===== src/rtl/sync_fifo_ptr.sv =====
// Modulo-DEPTH wrapping pointer used for both the write and read side of sync_fifo.
// The pointer counts 0..DEPTH-1 and wraps back to 0, so DEPTH need not be a power of two.

module sync_fifo_ptr #(
    parameter int DEPTH     = 16,
    parameter int ADDR_BITS = 4
) (
    input  logic                 clk_i,
    input  logic                 rst_ni,
    input  logic                 clr_i,
    input  logic                 inc_i,
    output logic [ADDR_BITS-1:0] ptr_o
);

    localparam logic [ADDR_BITS-1:0] LastIdx = ADDR_BITS'(DEPTH - 1);

    logic [ADDR_BITS-1:0] ptr_q;
    logic [ADDR_BITS-1:0] ptr_d;

    // Next pointer: advance on increment, wrapping from the last slot to zero.
    always_comb begin
        ptr_d = ptr_q;
        if (inc_i) begin
            if (ptr_q == LastIdx) begin
                ptr_d = '0;
            end else begin
                ptr_d = ptr_q + ADDR_BITS'(1);
            end
        end
    end

    // Pointer register; reset outranks flush, and flush outranks any increment.
    always_ff @(posedge clk_i) begin
        if (!rst_ni) begin
            ptr_q <= '0;
        end else if (clr_i) begin
            ptr_q <= '0;
        end else begin
            ptr_q <= ptr_d;
        end
    end

    assign ptr_o = ptr_q;

endmodule


===== src/rtl/sync_fifo.sv =====
// Single-clock FIFO with arbitrary depth, selectable FWFT or registered read,
// near-full/near-empty thresholds, fill level, sticky overflow/underflow and flush.
// Full and empty are told apart by the level register, so pointers carry no wrap bit.

module sync_fifo #(
    parameter int WIDTH     = 32,
    parameter int DEPTH     = 16,
    parameter int FWFT      = 1,
    parameter int AF_THRESH = DEPTH - 2,
    parameter int AE_THRESH = 1,
    localparam int LVL_BITS  = $clog2(DEPTH + 1),
    localparam int ADDR_BITS = (DEPTH > 1) ? $clog2(DEPTH) : 1
) (
    input  logic                clk_i,
    input  logic                rst_ni,
    input  logic                clr_i,
    input  logic [WIDTH-1:0]    wdata_i,
    input  logic                we_i,
    input  logic                re_i,
    output logic [WIDTH-1:0]    rdata_o,
    output logic                rvalid_o,
    output logic                full_o,
    output logic                empty_o,
    output logic                near_full_o,
    output logic                near_empty_o,
    output logic [LVL_BITS-1:0] level_o,
    output logic                overflow_o,
    output logic                underflow_o
);

    logic [WIDTH-1:0]     mem_q [DEPTH];
    logic [LVL_BITS-1:0]  level_q;
    logic [LVL_BITS-1:0]  level_d;
    logic                 overflow_q;
    logic                 overflow_d;
    logic                 underflow_q;
    logic                 underflow_d;
    logic [ADDR_BITS-1:0] wPtr;
    logic [ADDR_BITS-1:0] rPtr;
    logic                 readAccept;
    logic                 writeAccept;

    // Status flags come from the level register only, never from we_i/re_i.
    assign full_o       = (level_q == LVL_BITS'(DEPTH));
    assign empty_o      = (level_q == '0);
    assign near_full_o  = (level_q >= LVL_BITS'(AF_THRESH));
    assign near_empty_o = (level_q <= LVL_BITS'(AE_THRESH));
    assign level_o      = level_q;
    assign overflow_o   = overflow_q;
    assign underflow_o  = underflow_q;

    // A flush suppresses both accepts; a write into a full FIFO rides on a same-cycle read.
    assign readAccept  = re_i & ~empty_o & ~clr_i;
    assign writeAccept = we_i & ~clr_i & (~full_o | readAccept);

    sync_fifo_ptr #(
        .DEPTH     (DEPTH),
        .ADDR_BITS (ADDR_BITS)
    ) u_wr_ptr (
        .clk_i  (clk_i),
        .rst_ni (rst_ni),
        .clr_i  (clr_i),
        .inc_i  (writeAccept),
        .ptr_o  (wPtr)
    );

    sync_fifo_ptr #(
        .DEPTH     (DEPTH),
        .ADDR_BITS (ADDR_BITS)
    ) u_rd_ptr (
        .clk_i  (clk_i),
        .rst_ni (rst_ni),
        .clr_i  (clr_i),
        .inc_i  (readAccept),
        .ptr_o  (rPtr)
    );

    // Next level and sticky flags; the sticky bits only ever set here.
    always_comb begin
        level_d     = level_q;
        overflow_d  = overflow_q;
        underflow_d = underflow_q;
        if (writeAccept && !readAccept) begin
            level_d = level_q + LVL_BITS'(1);
        end else if (readAccept && !writeAccept) begin
            level_d = level_q - LVL_BITS'(1);
        end
        if (we_i && !writeAccept) begin
            overflow_d = 1'b1;
        end
        if (re_i && empty_o) begin
            underflow_d = 1'b1;
        end
    end

    // Level and sticky flag registers; flush clears them and masks that cycle's requests.
    always_ff @(posedge clk_i) begin
        if (!rst_ni) begin
            level_q     <= '0;
            overflow_q  <= 1'b0;
            underflow_q <= 1'b0;
        end else if (clr_i) begin
            level_q     <= '0;
            overflow_q  <= 1'b0;
            underflow_q <= 1'b0;
        end else begin
            level_q     <= level_d;
            overflow_q  <= overflow_d;
            underflow_q <= underflow_d;
        end
    end

    // Storage array; deliberately not reset, stale contents are unreachable after a reset or flush.
    always_ff @(posedge clk_i) begin
        if (writeAccept) begin
            mem_q[wPtr] <= wdata_i;
        end
    end

    generate
        if (FWFT != 0) begin : g_fwft
            // Head word shown directly; zeros when there is nothing to show.
            always_comb begin
                rdata_o  = '0;
                rvalid_o = ~empty_o;
                if (!empty_o) begin
                    rdata_o = mem_q[rPtr];
                end
            end
        end else begin : g_reg
            logic [WIDTH-1:0] rdata_q;
            logic             rvalid_q;

            // Registered read: capture the head on an accepted read, otherwise hold data and drop valid.
            always_ff @(posedge clk_i) begin
                if (!rst_ni) begin
                    rdata_q  <= '0;
                    rvalid_q <= 1'b0;
                end else if (clr_i) begin
                    rdata_q  <= '0;
                    rvalid_q <= 1'b0;
                end else if (readAccept) begin
                    rdata_q  <= mem_q[rPtr];
                    rvalid_q <= 1'b1;
                end else begin
                    rvalid_q <= 1'b0;
                end
            end

            assign rdata_o  = rdata_q;
            assign rvalid_o = rvalid_q;
        end
    endgenerate

endmodule


===== config.mk =====
export PLATFORM = sky130hd
export DESIGN_NAME = sync_fifo
export DESIGN_NICKNAME = d
export VERILOG_FILES = /design/src/rtl/sync_fifo_ptr.sv /design/src/rtl/sync_fifo.sv
export SDC_FILE = /design/constraint.sdc
export NUM_CORES = 1
export LEC_CHECK = 0
export ABC_CLOCK_PERIOD_IN_PS = 6200
export CAP_MARGIN = 20
export CORE_ASPECT_RATIO = 1.2
export CORE_UTILIZATION = 60
export DETAILED_ROUTE_END_ITERATION = 10
export GPL_TIMING_DRIVEN = 1
export PLACE_DENSITY_LB_ADDON = 0.3
export SLEW_MARGIN = 10
export SYNTH_ARGS = -nofsm -noshare
export SYNTH_HDL_FRONTEND = slang
export SYNTH_HIERARCHICAL = 1
export SYNTH_SLANG_ARGS = --single-unit

===== constraint.sdc =====
create_clock -name clk_i -period 6.2 [get_ports clk_i]
set_input_delay 1.24 -clock clk_i [delete_from_list [all_inputs] [get_ports clk_i]]
set_output_delay 1.24 -clock clk_i [all_outputs]
set_load 0.01 [all_outputs]

==> results.json <==
{
  "synthMuxAreaShare_pct": 14.6,
  "clk_latency_ns": 0.56,
  "grt_max_degree": 52,
  "final_core_util_pct": 70.4,
  "rows": 73,
  "max_slew_margin_pct": 30.5,
  "wire_per_inst_um": 28.5,
  "design.die.area_um2": 34300,
  "netlist_area_um2": 20100,
  "rsz0062_at_grt": "false",
  "drt_iter0_drc": 1042,
  "power.leakage_nw": 7.17,
  "drv_slew": 0,
  "status": "finished, final reports clean",
  "synth_xor_xnor_area_share_pct": 0.261,
  "cts-root-buf": "clkbuf_16",
  "grt_overflow": 0,
  "cts_setup_buffers": 0,
  "skew_ns": 0.0130,
  "cts_made_buffers": 48,
  "path_clk_slew_ns": 0.06,
  "cp-end-kind": "output pin",
  "start_util_pct": 60.9,
  "routed_via_density": 6.44,
  "layout-drive-gt1-share_pct": 25.9,
  "finalCritPeriodShare_pct": 81.0,
  "place_hpwl_um": 21600,
  "synthTopCellsByArea": "edfxtp_1 (76%), mux4_2 (14%), a22oi_1 (2.1%)",
  "cts.sinks": 527,
  "netlist.area_leader.share_pct": 76.4,
  "synth-simple-area-share_pct": 2.36,
  "netlist_instances": 900,
  "power.total_mw": 7.19,
  "holdWs_ns": 0.472,
  "tritoncts": "yes",
  "clockBufferDepth": 3,
  "start_kind": "flop",
  "vias": 9730,
  "synth_top_cell_by_area": "edfxtp_1",
  "grt_pass1_wl_um": 64200,
  "yosysWarnings": 6,
  "crit_arrival_ns": 3.78,
  "ios": 81,
  "synth_top_family_by_area": "multiplexers",
  "drtAntennaViolNets": 0,
  "ir_drop_v": 0.000295,
  "critPathRequiredTime_ns": 4.96,
  "cts.repair.resized": 0,
  "routed_wl_um": 43000,
  "grt_pass1_vias": 10200,
  "place_congestion": 0.744,
  "syn_to_final_growth_pct": 15.7,
  "fin_nets": 1065,
  "gr-usage-all-layers_pct": 26.3,
  "ys_seq_elements": 527,
  "finalHoldViolations": 0,
  "hold_path.class": "reg2reg",
  "first_pass_iters": 7,
  "core_area_um2": 33100,
  "path_max_fanout": 11,
  "drcViolationCount": 0,
  "setup_violations": 0,
  "cts_hold_buf": 0,
  "pwr_density_cell_nw_per_um2": 309,
  "ys_types": 39,
  "crit_type": "reg2out",
  "antenna_found_initial": 1,
  "htreeDepth": 2,
  "drv_cap": 0,
  "worst_pin_slew_ns": 1.04,
  "synthAdderAreaFrac_pct": 0.497,
  "synth-compound-area-share_pct": 3.08,
  "fmax_ghz": 0.199,
  "die-width_um": 169,
  "fin_tns_setup_ns": 0,
  "min_period_ns": 5.02,
  "port_buffers": 80,
  "yosysSeqAreaShare_pct": 77.9,
  "avgSynthCellArea_um2": 22.4,
  "die_h_um": 203,
  "synth_nets": 945
}
-- synth_stat cells --
master    instances
a211o_1           1
a21oi_1          11
a22oi_1          56
a22oi_2           8
a31oi_1           2
and3_4            1
and4bb_2          1
buf_1             9
buf_12            1
buf_2            22
buf_4             1
buf_6             4
clkbuf_1          7
dfxtp_1          15
edfxtp_1        512
ha_1              8
inv_1             6
inv_2             1
mux2i_1           5
mux4_2          128
nand2_1          38
nand2_2           2
nand2b_1          8
nand4_1           2
nor2_1           14
nor3_1           10
nor3b_1           1
nor3b_2           1
nor4_1            7
o211ai_1          1
o21ai_0           3
or3_1             3
or3_2             1
or4_1             1
or4_2             1
or4b_2            1
or4b_4            1
xnor2_1           2
xor2_1            4
-- through the flow --
stage	setup WS [ns]	std cells	cell area, µm²
detailed placement	1.73	1418	21700
global placement	1.89	1417	21700
finish	1.18	1511	23300
CTS	1.19	1508	23300
global route	1.03	1511	23300
floorplan	0.925	900	20100
-- worst paths after layout --
kind / start / to / slack (ns) / cells after the start
worst max-delay path: level_o[1] / rdata_o[11] / 1.18 / 9
worst min-delay path: overflow_o / overflow_o / 0.47 / 2
worst max register to register: level_o[1] / level_o[4] / 2.78 / 10
worst min register to register: overflow_o / overflow_o / 0.47 / 2
-- cells by family after synthesis --
group           count (synthesis)
fa+ha+maj                       8
mux                           133
buf+inv                        51
compound gates                 82
simple gates                   93
xor+xnor                        6
flops                         527
-- flip-flops by register name (all words and copies together), names as in the netlist --
name / cells
overflow_o: 1
mem_q: 512
level_o: 5
underflow_o: 1
u_wr_ptr/ptr_o: 4
u_rd_ptr/ptr_o: 4
-- layout make-up --
class                   instances  area (µm²)
diodes                          1        2.50
clock buffers                  57        1270
clock inverters                33         323
fillers                      2005        9770
inverters                       7        26.3
multi-input cells             322        4290
flip-flops and latches        527       15700
well taps                     450         563
repair buffers                114        1140
-- power breakdown --
part | internal (mW) | switching, mW | total (mW) | leakage [nW]
clock network | 1.71 | 1.25 | 2.96 | 0.779
logic | 0.135 | 0.166 | 0.301 | 1.66
registers | 3.92 | 0.0107 | 3.93 | 4.74
total | 5.77 | 1.43 | 7.19 | 7.17
-- worst max-delay path, cell delays in order, from the launching register on --
cell and delay, ns:
dfxtp_1 0.46, inv_1 0.14, ha_1 0.21, or4b_4 0.21, inv_2 0.07, nor3b_2 0.83
buf_4 0.43, a22oi_1 0.16, nand2_1 0.13, clkdlybuf4s50_1 0.58
-- layout by cell type, fill, tap and decap left out, drive strengths merged, types with 3 or more instances in the layout --
cell | netlist | routed
edfxtp | 512 | 512
mux4 | 128 | 128
clkdlybuf4s50 | 0 | 80
a22oi | 64 | 64
clkbuf | 7 | 57
nand2 | 40 | 40
buf | 37 | 34
clkinv | 0 | 22
dfxtp | 15 | 15
nor2 | 14 | 14
a21oi | 11 | 11
nor3 | 10 | 10
inv | 7 | 9
nand2b | 8 | 8
ha | 8 | 8
nor4 | 7 | 7
bufinv | 0 | 6
mux2i | 5 | 5
xor2 | 4 | 4
or3 | 4 | 4
o21ai | 3 | 3
clkinvlp | 0 | 3
-- layer usage --
layer | wire length [µm] | vias up | track usage [%] | share of wire [%]
li1 | - | 4069 | - | -
met1 | 15600 | 5070 | 34.8 | 36
met2 | 22500 | 502 | 44.5 | 52
met3 | 3540 | 89 | 4.31 | 8.2
met4 | 1340 | 0 | 10.1 | 3.1
met5 | 0 | - | 0 | 0
No activity file was read; power rests on OpenSTA's default activity.
